==> src/rtl/enemy_pkg.sv <==
// rtl/enemy_pkg.sv - shared types, key codes and helpers for the enemy direction generator
package enemy_pkg;

    typedef enum logic [1:0] {
        DIR_UP    = 2'd0,
        DIR_RIGHT = 2'd1,
        DIR_DOWN  = 2'd2,
        DIR_LEFT  = 2'd3
    } dir_t;

    typedef enum logic [1:0] {
        IDLE_ST,
        WALK_ST,
        PAUSE_ST,
        TURN_ST
    } state_t;

    localparam logic [3:0] KEY_UP    = 4'b1000;
    localparam logic [3:0] KEY_DOWN  = 4'b0010;
    localparam logic [3:0] KEY_LEFT  = 4'b0100;
    localparam logic [3:0] KEY_RIGHT = 4'b0110;
    localparam logic [3:0] KEY_NONE  = 4'b0000;

    function automatic logic [3:0] dir_to_key(input dir_t d);
        case (d)
            DIR_UP:    return KEY_UP;
            DIR_RIGHT: return KEY_RIGHT;
            DIR_DOWN:  return KEY_DOWN;
            DIR_LEFT:  return KEY_LEFT;
            default:   return KEY_NONE;
        endcase
    endfunction

    // HitEdgeCode bit that blocks travel in direction d: [3]=left [2]=top [1]=right [0]=bottom
    function automatic logic [3:0] dir_to_edge(input dir_t d);
        case (d)
            DIR_UP:    return 4'b0100;
            DIR_RIGHT: return 4'b0010;
            DIR_DOWN:  return 4'b0001;
            DIR_LEFT:  return 4'b1000;
            default:   return 4'b0000;
        endcase
    endfunction

endpackage

==> src/rtl/enemy_dir_gen_lfsr16.sv <==
// rtl/enemy_dir_gen_lfsr16.sv - free-running 16-bit Fibonacci LFSR, x^16+x^14+x^13+x^11+1
module lfsr16 #(
    parameter logic [15:0] SEED = 16'hACE1
) (
    input  logic        clk,
    input  logic        reset,
    output logic [15:0] q
);

    // An all-zero state would lock up the register
    localparam logic [15:0] START = (SEED == 16'h0000) ? 16'h0001 : SEED;

    logic [15:0] r_q;
    logic        w_fb;

    assign w_fb = r_q[15] ^ r_q[13] ^ r_q[12] ^ r_q[10];

    always_ff @(posedge clk) begin
        if (reset) begin
            r_q <= START;
        end else begin
            r_q <= {r_q[14:0], w_fb};
        end
    end

    assign q = r_q;

endmodule

==> src/rtl/enemy_dir_gen.sv <==
// rtl/enemy_dir_gen.sv - autonomous key/keyIsPressed source that random-walks an enemy sprite
module enemy_dir_gen
    import enemy_pkg::*;
#(
    parameter logic [15:0] LFSR_SEED       = 16'hACE1,
    parameter int          MIN_WALK_FRAMES = 16,
    parameter int          WALK_RAND_BITS  = 5,
    parameter bit          PAUSE_EN        = 1'b1,
    parameter int          PAUSE_FRAMES    = 8,
    parameter int          INITIAL_DIR     = 0
) (
    input  logic       clk,
    input  logic       reset,
    input  logic       startOfFrame,
    input  logic       enable,
    input  logic       collision,
    input  logic [3:0] HitEdgeCode,
    output logic [3:0] key,
    output logic       keyIsPressed
);

    localparam dir_t        INIT_DIR   = dir_t'(INITIAL_DIR[1:0]);
    localparam logic [16:0] MIN_WALK   = 17'(MIN_WALK_FRAMES);
    localparam logic [15:0] RAND_MASK  = 16'((1 << WALK_RAND_BITS) - 1);
    localparam logic [7:0]  PAUSE_LOAD = 8'(PAUSE_FRAMES);

    logic [15:0] w_lfsr;
    logic [16:0] w_walk_sum;
    logic [7:0]  w_walk_load;
    logic [7:0]  w_walk_dec;
    logic [7:0]  w_pause_dec;
    logic        w_blocked;
    logic [1:0]  w_try;
    dir_t        w_turn_dir;

    state_t      r_state;
    dir_t        r_dir;
    logic [3:0]  r_mask;
    logic [7:0]  r_walk_cnt;
    logic [7:0]  r_pause_cnt;
    logic [3:0]  r_key;
    logic        r_kip;

    lfsr16 #(.SEED(LFSR_SEED)) u_lfsr (
        .clk   (clk),
        .reset (reset),
        .q     (w_lfsr)
    );

    // Segment length saturates at 255 when MIN plus the random extra overflows 8 bits
    assign w_walk_sum  = MIN_WALK + {1'b0, w_lfsr & RAND_MASK};
    assign w_walk_load = (|w_walk_sum[16:8]) ? 8'hFF : w_walk_sum[7:0];
    assign w_walk_dec  = (r_walk_cnt == 8'd0) ? 8'd0 : r_walk_cnt - 8'd1;
    assign w_pause_dec = (r_pause_cnt == 8'd0) ? 8'd0 : r_pause_cnt - 8'd1;
    assign w_blocked   = |(HitEdgeCode & dir_to_edge(r_dir));

    // Walk offsets 3..0 so the smallest unblocked offset from the candidate wins
    always_comb begin
        w_turn_dir = r_dir;
        w_try      = 2'd0;
        for (int i = 3; i >= 0; i--) begin
            w_try = w_lfsr[1:0] + 2'(i);
            if (!r_mask[w_try]) begin
                w_turn_dir = dir_t'(w_try);
            end
        end
    end

    always_ff @(posedge clk) begin
        if (reset) begin
            r_state     <= IDLE_ST;
            r_dir       <= INIT_DIR;
            r_mask      <= 4'b0000;
            r_walk_cnt  <= 8'd0;
            r_pause_cnt <= 8'd0;
            r_key       <= KEY_NONE;
            r_kip       <= 1'b0;
        end else begin
            // Outputs follow the state register, so they trail each transition by one clock
            case (r_state)
                IDLE_ST: begin
                    r_key <= KEY_NONE;
                    r_kip <= 1'b0;
                end
                WALK_ST: begin
                    r_key <= dir_to_key(r_dir);
                    r_kip <= 1'b1;
                end
                PAUSE_ST: r_kip <= 1'b0;
                default: ;
            endcase

            if (r_state == IDLE_ST) begin
                r_dir  <= INIT_DIR;
                r_mask <= 4'b0000;
            end

            if (!enable) begin
                r_state <= IDLE_ST;
            end else begin
                case (r_state)
                    IDLE_ST: begin
                        if (startOfFrame) begin
                            r_walk_cnt <= w_walk_load;
                            r_state    <= WALK_ST;
                        end
                    end
                    WALK_ST: begin
                        if (collision && w_blocked) begin
                            r_mask[r_dir] <= 1'b1;
                            r_state       <= TURN_ST;
                        end else if (startOfFrame) begin
                            r_walk_cnt <= w_walk_dec;
                            if (r_walk_cnt <= 8'd1) begin
                                r_mask      <= 4'b0000;
                                r_pause_cnt <= PAUSE_LOAD;
                                r_state     <= (PAUSE_EN && w_lfsr[15]) ? PAUSE_ST : TURN_ST;
                            end
                        end
                    end
                    PAUSE_ST: begin
                        if (startOfFrame) begin
                            r_pause_cnt <= w_pause_dec;
                            if (r_pause_cnt <= 8'd1) begin
                                r_state <= TURN_ST;
                            end
                        end
                    end
                    default: begin
                        // Boxed in on all four sides: back out the way we came
                        if (r_mask == 4'b1111) begin
                            r_dir  <= dir_t'(r_dir + 2'd2);
                            r_mask <= 4'b0000;
                        end else begin
                            r_dir <= w_turn_dir;
                        end
                        r_walk_cnt <= w_walk_load;
                        r_state    <= WALK_ST;
                    end
                endcase
            end
        end
    end

    assign key          = r_key;
    assign keyIsPressed = r_kip;

endmodule

==> config.mk <==
export PLATFORM = sky130hd
export DESIGN_NAME = enemy_dir_gen
export DESIGN_NICKNAME = d
export VERILOG_FILES = /design/src/rtl/enemy_pkg.sv /design/src/rtl/enemy_dir_gen_lfsr16.sv /design/src/rtl/enemy_dir_gen.sv
export SDC_FILE = /design/constraint.sdc
export NUM_CORES = 1
export LEC_CHECK = 0
export ABC_AREA = 1
export CAP_MARGIN = 40
export CORE_MARGIN = 2
export CORE_UTILIZATION = 40
export DETAILED_ROUTE_END_ITERATION = 12
export HOLD_SLACK_MARGIN = 0.15
export PLACE_DENSITY = 0.55
export SYNTH_ARGS = -nofsm -noshare
export SYNTH_HDL_FRONTEND = slang
export SYNTH_HIERARCHICAL = 1
export SYNTH_SLANG_ARGS = --single-unit
==> constraint.sdc <==
create_clock -name clk -period 3.2 [get_ports clk]
set_clock_uncertainty 0.1 [all_clocks]
set_input_delay 0.64 -clock clk [delete_from_list [all_inputs] [get_ports clk]]
set_output_delay 0.64 -clock clk [all_outputs]
set_load 0.03 [all_outputs]
==> results of run 1 <==
[synth_stat cells (2+ instances only)]
| cell type | number |
|---|---|
| a21oi_1 | 20 |
| buf_4 | 2 |
| buf_6 | 3 |
| dfxtp_1 | 44 |
| ha_1 | 16 |
| inv_1 | 48 |
| nand2_1 | 110 |
| nand2_2 | 3 |
| nand3_1 | 29 |
| nand3_2 | 2 |
| nand4_1 | 7 |
| nor2_1 | 44 |
| nor2_4 | 2 |
| nor3_1 | 6 |
| o21ai_0 | 16 |
| o22ai_1 | 2 |
| or2_1 | 5 |
| or2_2 | 2 |
| xnor2_1 | 3 |
| xor2_1 | 4 |
[where the power goes]
part | leakage [nW] | switching (mW) | internal, mW
sequential | 0.361 | 0.0233 | 0.575
clock | 0.0445 | 0.187 | 0.176
combinational | 0.886 | 0.191 | 0.108
[cell families after synthesis]
| kind of cell | count (synthesis) | share of synthesized area |
|---|---|---|
| adder cells (fa/ha/maj) | 16 | 0.0771 |
| flip-flops | 44 | 0.339 |
| AND/OR/NAND/NOR | 214 | 0.364 |
| buffers and inverters | 56 | 0.0968 |
| XOR/XNOR | 7 | 0.0236 |
| AO/OA/AOI/OAI | 45 | 0.0978 |
| other | 1 | 0.00144 |
[state kept, by name (all words and copies together), names as in the netlist]
name and flops:
r_pause_cnt 8, r_state 2, r_mask 4, r_dir 2, keyIsPressed 1, key 3, r_walk_cnt 8, u_lfsr/q 16
[worst min-delay path, stage by stage, from the launching register on]
cell and delay, ns:
dfxtp_1 0.30, inv_1 0.04, nor2_1 0.03
[worst max path at each step]
stage / startpoint / end / slack, ns / depth (start not counted)
finish: r_state[1]$_SDFFE_PP0P_ / r_pause_cnt[6]$_SDFFE_PP0P_ / 1.07 / 7
global route: r_state[1]$_SDFFE_PP0P_ / r_pause_cnt[3]$_SDFFE_PP0P_ / 0.82 / 7
CTS: r_state[1]$_SDFFE_PP0P_ / r_pause_cnt[6]$_SDFFE_PP0P_ / 1.05 / 7
detailed placement: startOfFrame / r_walk_cnt[2]$_SDFFE_PP0P_ / 0.80 / 7
global placement: startOfFrame / r_walk_cnt[5]$_SDFFE_PP0P_ / 0.84 / 7
floorplan: r_dir[0]$_SDFFE_PP0P_ / r_pause_cnt[1]$_SDFFE_PP0P_ / 1.58 / 10
[stage by stage]
step           area [µm²]   util
6_report             2850  0.451
3_5_place_dp         2750  0.436
3_3_place_gp         2750  0.436
4_1_cts              2850  0.451
2_1_floorplan        2600      -
5_1_grt              2850  0.451
[metal layers]
metal | track usage | routed length [µm] | up-vias | part of all wire
li1 | - | - | 1232 | -
met4 | 0.0390 | 52 | 0 | 0.0092
met5 | 0 | 0 | - | 0
met1 | 0.228 | 2910 | 993 | 0.51
met2 | 0.263 | 2500 | 39 | 0.44
met3 | 0.0305 | 187 | 4 | 0.033
[cell type report]
cell class                 count  share of cell area
multi-input combinational    283               0.515
clock buffer                   7              0.0303
sequential                    44               0.309
tap                           77              0.0338
timing repair buffer          13              0.0448
inverter                      49              0.0646
clock inverter                 1             0.00264
==> results.toml, run 1 <==
[clock_tree]
cts_made_buffers = 5
cts_root_buffer = "clkbuf_8"
path_clk_slew_ns = 0.08
cts_setup_buffers = 0
cts_max_path_buffers = 2
clock_latency_ns = 0.29
h-tree-depth = 2
cts-resized-gates = 0
cts_hold_buf = 0
cts_tree = "done"
clock-sinks = 44

[setup_path]
cp_top_family = "simple AND/OR/NAND/NOR gates"
cp.required_ns = 3.28
crit_type = "flop to flop"
rrSetupSlack_ns = 1.07
crit_slowest_cell = "ha_1"
path_max_fanout = 17
crit_chain = "inv_1, ha_1, nor2_1, a21oi_4, nand4_1, nor2_1, nor2_1"
cp_common_cell = "nor2_1"
rr_startpoint = "r_state[1]$_SDFFE_PP0P_"
cpPeakStageDelay_ns = 0.56
r2r.worst_path.cells = 7
critical_path_buf_inv_count = 1
startpoint_type = "flop"
endpoint_kind = "flop"
critPathArrivalTime_ns = 2.21
r2r-end = "r_pause_cnt[6]$_SDFFE_PP0P_"

[layout]
register_area_um2 = 881
diodes = 0
nNetsFinal = 421
final_common_cell = "nand2_1"
area_delta_synth_final_pct = 9.63
layout_common_cells = "nand2_1 (110), inv_1 (48), nor2_1 (44), dfxtp_1 (44), nand3_1 (29)"
fin_cells = 474
drive_gt1_frac = 0.0579
nFillCells = 666
multi_input_area_mm2 = 0.00147

[yosys]
synth_warnings = 6
syn_avg_cell_area_um2 = 6.78
ys.flop_type = "dfxtp_1"
yosysTopAreaCell = "dfxtp_1"
ys_types = 35
synth_seq_cells = 44
synth_area_leaders = "dfxtp_1 (34%), nand2_1 (16%), ha_1 (7.7%)"
syn_inst = 383
synth_fp_nets = 408
synth-edff-count = 0
yosysSeqAreaShare = 0.339
ys_async_sr_fraction = 0
yosysTopAreaCellShare = 0.339
syn_area_mm2 = 0.00260

[hold_path]
min_to = "u_lfsr/q[12]$_SDFF_PP0_"
min_path_type = "flop to flop"
hold_depth = 2
min-delay-start = "u_lfsr/q[11]$_SDFF_PP1_"

[drt]
num_vias = 2268
wl_per_cell_um = 11.9
drcViolationCount = 0
firstDrtPassIters = 5
routed_wl_um = 5650
drt_iter0_drc = 124
ant_nets = 0
via_per_inst = 4.78

[timing]
post-route-min-period_ns = 2.13
slew_viol_final = 0
min_period_over_period = 0.666
setup_tns_ns = 0
worst_pin_slew_ns = 0.642
max_freq_mhz = 469
setup_ws_ns = 1.07
whs_ns = 0.307
slew_headroom = 0.572
final-setup-viol-count = 0
hold_viol = 0
rsz0062_at_grt = "false"

[die]
core_area_mm2 = 0.00631
die-area_mm2 = 0.00715
fp-row-count = 29
io-pin-count = 14
die-height_um = 84.6
die_x_um = 84.6
initial_core_util = 0.411

[power]
leakage_nw = 1.29
total_power_mw = 1.26
irDropWorstVdd_mv = 0.320
p_per_area_mw_per_mm2 = 442

[global_route]
grt_max_degree = 21
grt_pass1_vias = 2109
antenna_found_initial = 0
grt_use_total = 0.164
grt_overflow_total = 0
grt_first_pass_wirelength_um = 9670

[placement]
place_worst_setup_slack_ns = 0.805
dp_hpwl_um = 4240
io_buffer_count = 12
gp_congestion = 0.864
placed_cells = 466

[outcome]
status = "completed"

[flow_run]
maxCapViolCount = 0
No activity file was read; power rests on OpenSTA's default activity.
==> inputs of run 2 (changes only) <==
==> constraint.sdc (replaced) <==
create_clock -name clk -period 2.09 [get_ports clk]
set_clock_uncertainty 0.1 [all_clocks]
set_input_delay 0.418 -clock clk [delete_from_list [all_inputs] [get_ports clk]]
set_output_delay 0.418 -clock clk [all_outputs]
set_load 0.03 [all_outputs]
==> results.toml, run 2 (synthesized netlist as in run 1, its figures left out) <==
[outcome]
status = "completed"

[drt]
ant_nets = 0
routed_wl_um = 5730
firstDrtPassIters = 4
num_vias = 2299
drt_iter0_drc = 96
wl_per_cell_um = 11.9
via_per_inst = 4.76
drcViolationCount = 0

[layout]
final_common_cell = "nand2_1"
largest_reg_flops = 16
drive_gt1_frac = 0.0837
layout_common_cells = "nand2_1 (110), inv_1 (48), nor2_1 (44)"
fin_cells = 483
diodes = 0
nNetsFinal = 431
area_delta_synth_final_pct = 12.7

[timing]
setup_tns_ns = 0
post-route-min-period_ns = 1.88
final-setup-viol-count = 0
slew_viol_final = 0
min_period_over_period = 0.898
max_freq_mhz = 533
hold_viol = 0
rsz0062_at_grt = "false"

[setup_path]
crit_type = "flop to flop"
critPathArrivalTime_ns = 1.97
crit_slowest_cell = "dfxtp_1"
startpoint_type = "flop"
crit_chain = "inv_1, ha_1, nand2_1, nand4_1, nand3_2, nand2_1, nor2_8, nand2_1, o21ai_0, nor2_1"
cp_common_cell = "nand2_1"
cp.required_ns = 2.18
endpoint_kind = "flop"
cpPeakStageDelay_ns = 0.41
path_max_fanout = 9

[power]
p_comb_frac = 0.245
irDropWorstVdd_mv = 0.318
leakage_nw = 1.35
swShare = 0.316
power.switching_uw = 628
p_int_mw = 1.36
seq_power_share = 0.458
power_frac_clock = 0.297
total_power_mw = 1.99
p_per_area_mw_per_mm2 = 679

[hold_path]
min_path_type = "flop to flop"

[global_route]
antenna_found_initial = 0
grt_first_pass_wirelength_um = 10000
grt_pass1_vias = 2191
grt_overflow_total = 0
grt_max_degree = 13
grt_use_total = 0.171

[die]
die_x_um = 84.6
die-height_um = 84.6
fp-row-count = 29
die-area_mm2 = 0.00715
core_area_mm2 = 0.00631
io-pin-count = 14
initial_core_util = 0.411

[clock_tree]
clock-sinks = 44
cts_made_buffers = 5
clock_latency_ns = 0.30
cts_tree = "done"
h-tree-depth = 2
path_clk_slew_ns = 0.09
cts_max_path_buffers = 2
cts_root_buffer = "clkbuf_8"

[placement]
gp_congestion = 0.830
io_buffer_count = 12
dp_hpwl_um = 4390
placed_cells = 475

[flow_run]
maxCapViolCount = 0
run 2: cell count changes in the layout (fill, tap and decap cells not counted):
cell and change:
buf_4 +10, dfxtp_1 -1, clkinvlp_4 -1, clkbuf_8 +1, clkbuf_1 -1, dfxtp_2 +1
run 2: worst paths after layout:
path | cells past startpoint | to | slack [ns] | start
setup / recovery | 10 | r_pause_cnt[1]$_SDFFE_PP0P_ | 0.21 | r_dir[1]$_SDFFE_PP0P_
hold / removal | 2 | u_lfsr/q[9]$_SDFF_PP0_ | 0.30 | u_lfsr/q[8]$_SDFF_PP0_
setup reg to reg | 10 | r_pause_cnt[1]$_SDFFE_PP0P_ | 0.21 | r_dir[1]$_SDFFE_PP0P_
hold reg to reg | 2 | u_lfsr/q[9]$_SDFF_PP0_ | 0.30 | u_lfsr/q[8]$_SDFF_PP0_
run 2: per-layer routing:
| metal | global-route usage | share of wire |
|---|---|---|
| met5 | 0 | 0 |
| met2 | 0.278 | 0.46 |
| met3 | 0.0324 | 0.016 |
| met1 | 0.231 | 0.52 |
| met4 | 0.0476 | 0.0094 |
run 2: per-stage QoR:
stage / util / cell area (µm²) / hold slack (ns) / worst slack (ns)
6_report: 0.464 / 2930 / 0.305 / 0.214
5_1_grt: 0.464 / 2930 / 0.331 / 0.00936
4_1_cts: 0.462 / 2920 / 0.307 / 0.135
3_5_place_dp: 0.447 / 2820 / 0.292 / 0.0503
3_3_place_gp: 0.447 / 2820 / 0.290 / 0.0589
2_1_floorplan: - / 2600 / 0.283 / 0.472
run 2: worst max-delay path, delay by kind of cell, from the launching register on:
kind | cells | cell delay [ns]
AND/OR/NAND/NOR | 7 | 0.85
flip-flops | 1 | 0.41
adder cells (fa/ha/maj) | 1 | 0.21
buffers and inverters | 1 | 0.13
AO/OA/AOI/OAI | 1 | 0.07
run 2: final cells by class:
type / count / area [µm²]
clock buffers: 7 / 96.3
fillers: 684 / 3390
inverters: 49 / 184
multi-input cells: 283 / 1470
flip-flops and latches: 44 / 882
well taps: 77 / 96.3
repair buffers: 23 / 203
run 2: power groups by stage:
stage	logic [mW]	clock network, mW	registers, mW
floorplan	0.361	0	0.928
global placement	0.484	0	0.930
detailed placement	0.485	0	0.930
CTS	0.489	0.609	0.911
global route	0.558	0.640	0.917
finish	0.487	0.589	0.911
run 2: repair_timing:
action	in CTS	in global routing
hold buffers	0	0
endpoints found under the setup margin	0	8
gates resized for setup	0	1
setup buffers	0	1
==> inputs of run 3 (changes only) <==
--- a/config.mk
+++ b/config.mk
@@ -10,6 +10,8 @@
 export CORE_MARGIN = 2
 export CORE_UTILIZATION = 40
 export DETAILED_ROUTE_END_ITERATION = 12
+export GPL_ROUTABILITY_DRIVEN = 1
+export GPL_TIMING_DRIVEN = 0
 export HOLD_SLACK_MARGIN = 0.15
 export PLACE_DENSITY = 0.55
 export SYNTH_ARGS = -nofsm -noshare
==> results.toml, run 3 (synthesized netlist as in run 1, its figures left out) <==
[outcome]
status = "completed"

[die]
initial_core_util = 0.411
io-pin-count = 14
core_area_mm2 = 0.00631
die-area_mm2 = 0.00715
die_x_um = 84.6
die-height_um = 84.6
fp-row-count = 29

[layout]
largest_reg_flops = 16
drive_gt1_frac = 0.0792
nNetsFinal = 428
area_delta_synth_final_pct = 14.2
final_area_mm2 = 0.00297
layout_common_cells = "nand2_1 (110), inv_1 (48), nor2_1 (44)"
final_common_cell = "nand2_1"
diodes = 0

[power]
seq_power_share = 0.433
p_comb_frac = 0.228
irDropWorstVdd_mv = 0.385
power.switching_uw = 622
p_per_area_mw_per_mm2 = 709
power_frac_clock = 0.339
p_int_mw = 1.48
leakage_nw = 1.35
total_power_mw = 2.10
swShare = 0.296

[drt]
drcViolationCount = 0
ant_nets = 0
wl_met2_um = 2490
via_per_inst = 4.77
routed_wl_um = 5640
wl_met3_um = 124
num_vias = 2294
highest_layer = "met4"
wl_met1_um = 2970
firstDrtPassIters = 4
drt_iter0_drc = 79
wl_per_cell_um = 11.7

[clock_tree]
cts_max_path_buffers = 2
cts_hold_buf = 0
cts_tree = "done"
h-tree-depth = 2
clock-sinks = 44
clock_latency_ns = 0.30
path_clk_slew_ns = 0.08
cts_root_buffer = "clkbuf_8"
cts_made_buffers = 5

[flow_run]
maxCapViolCount = 0

[timing]
min_period_over_period = 0.890
rsz0062_at_grt = "false"
post-route-min-period_ns = 1.86
whs_ns = 0.306
max_freq_mhz = 537
final-setup-viol-count = 0
hold_viol = 0
slew_viol_final = 0

[setup_path]
endpoint_kind = "flop"
cp.required_ns = 2.18
critPathArrivalTime_ns = 1.95
path_max_fanout = 9
crit_type = "flop to flop"
startpoint_type = "flop"

[global_route]
grt_overflow_total = 0
grt_max_degree = 14
grt_first_pass_wirelength_um = 9890
grt_use_total = 0.168
grt_pass1_vias = 2174
antenna_found_initial = 0

[hold_path]
min_path_type = "flop to flop"

[placement]
io_buffer_count = 12
dp_hpwl_um = 4160
place_area_mm2 = 0.00281
gp_congestion = 0.786
-- run 3: what timing repair did --
item,4_1_cts,5_1_grt
resized for setup,0,4
setup endpoints to repair,0,14
setup buffers,0,1
-- run 3: path summary, 6_finish.rpt --
check	endpoint	startpoint	cells after the start	slack (ns)
hold reg to reg	u_lfsr/q[9]$_SDFF_PP0_	u_lfsr/q[8]$_SDFF_PP0_	2	0.31
setup / recovery	r_pause_cnt[1]$_SDFFE_PP0P_	r_dir[1]$_SDFFE_PP0P_	10	0.23
setup reg to reg	r_pause_cnt[1]$_SDFFE_PP0P_	r_dir[1]$_SDFFE_PP0P_	10	0.23
hold / removal	u_lfsr/q[9]$_SDFF_PP0_	u_lfsr/q[8]$_SDFF_PP0_	2	0.31
-- run 3: power groups by stage --
stage               registers (mW)  logic [mW]  clock network, mW
floorplan                    0.928       0.361                  0
CTS                          0.911       0.474              0.742
global route                 0.917       0.547              0.774
finish                       0.910       0.481              0.714
detailed placement           0.931       0.471                  0
global placement             0.930       0.468                  0
-- run 3: per-stage QoR --
stage                util  TNS (ns)  worst slack (ns)  cells
floorplan               -         0             0.472    383
global placement    0.446    -0.314           -0.0911    472
detailed placement  0.446    -0.342           -0.0867    472
CTS                 0.466         0            0.0607    480
global route        0.470         0            0.0179    481
finish              0.470         0             0.229    481
-- run 3: worst max-delay path, cell delays in order, from the launching register on --
cell	delay [ns]
dfxtp_1	0.41
inv_1	0.12
ha_1	0.21
nand2_1	0.07
nand4_1	0.20
nand3_4	0.16
nand2_1	0.13
nor2_8	0.17
nand2_1	0.06
o21ai_0	0.08
nor2_1	0.05
-- run 3: area by class of cell --
type / instances / area [µm²]
timing repair buffer: 13 / 128
tap: 77 / 96.3
clock inverter: 1 / 30.0
buffer: 7 / 67.6
inverter: 49 / 186
multi-input combinational: 283 / 1480
clock buffer: 7 / 96.3
sequential: 44 / 882
fill: 679 / 3350
-- run 3: layer usage --
metal / track usage / up-vias
li1: - / 1250
met1: 0.235 / 1019
met2: 0.267 / 18
met3: 0.0275 / 7
met4: 0.0519 / 0
met5: 0 / -
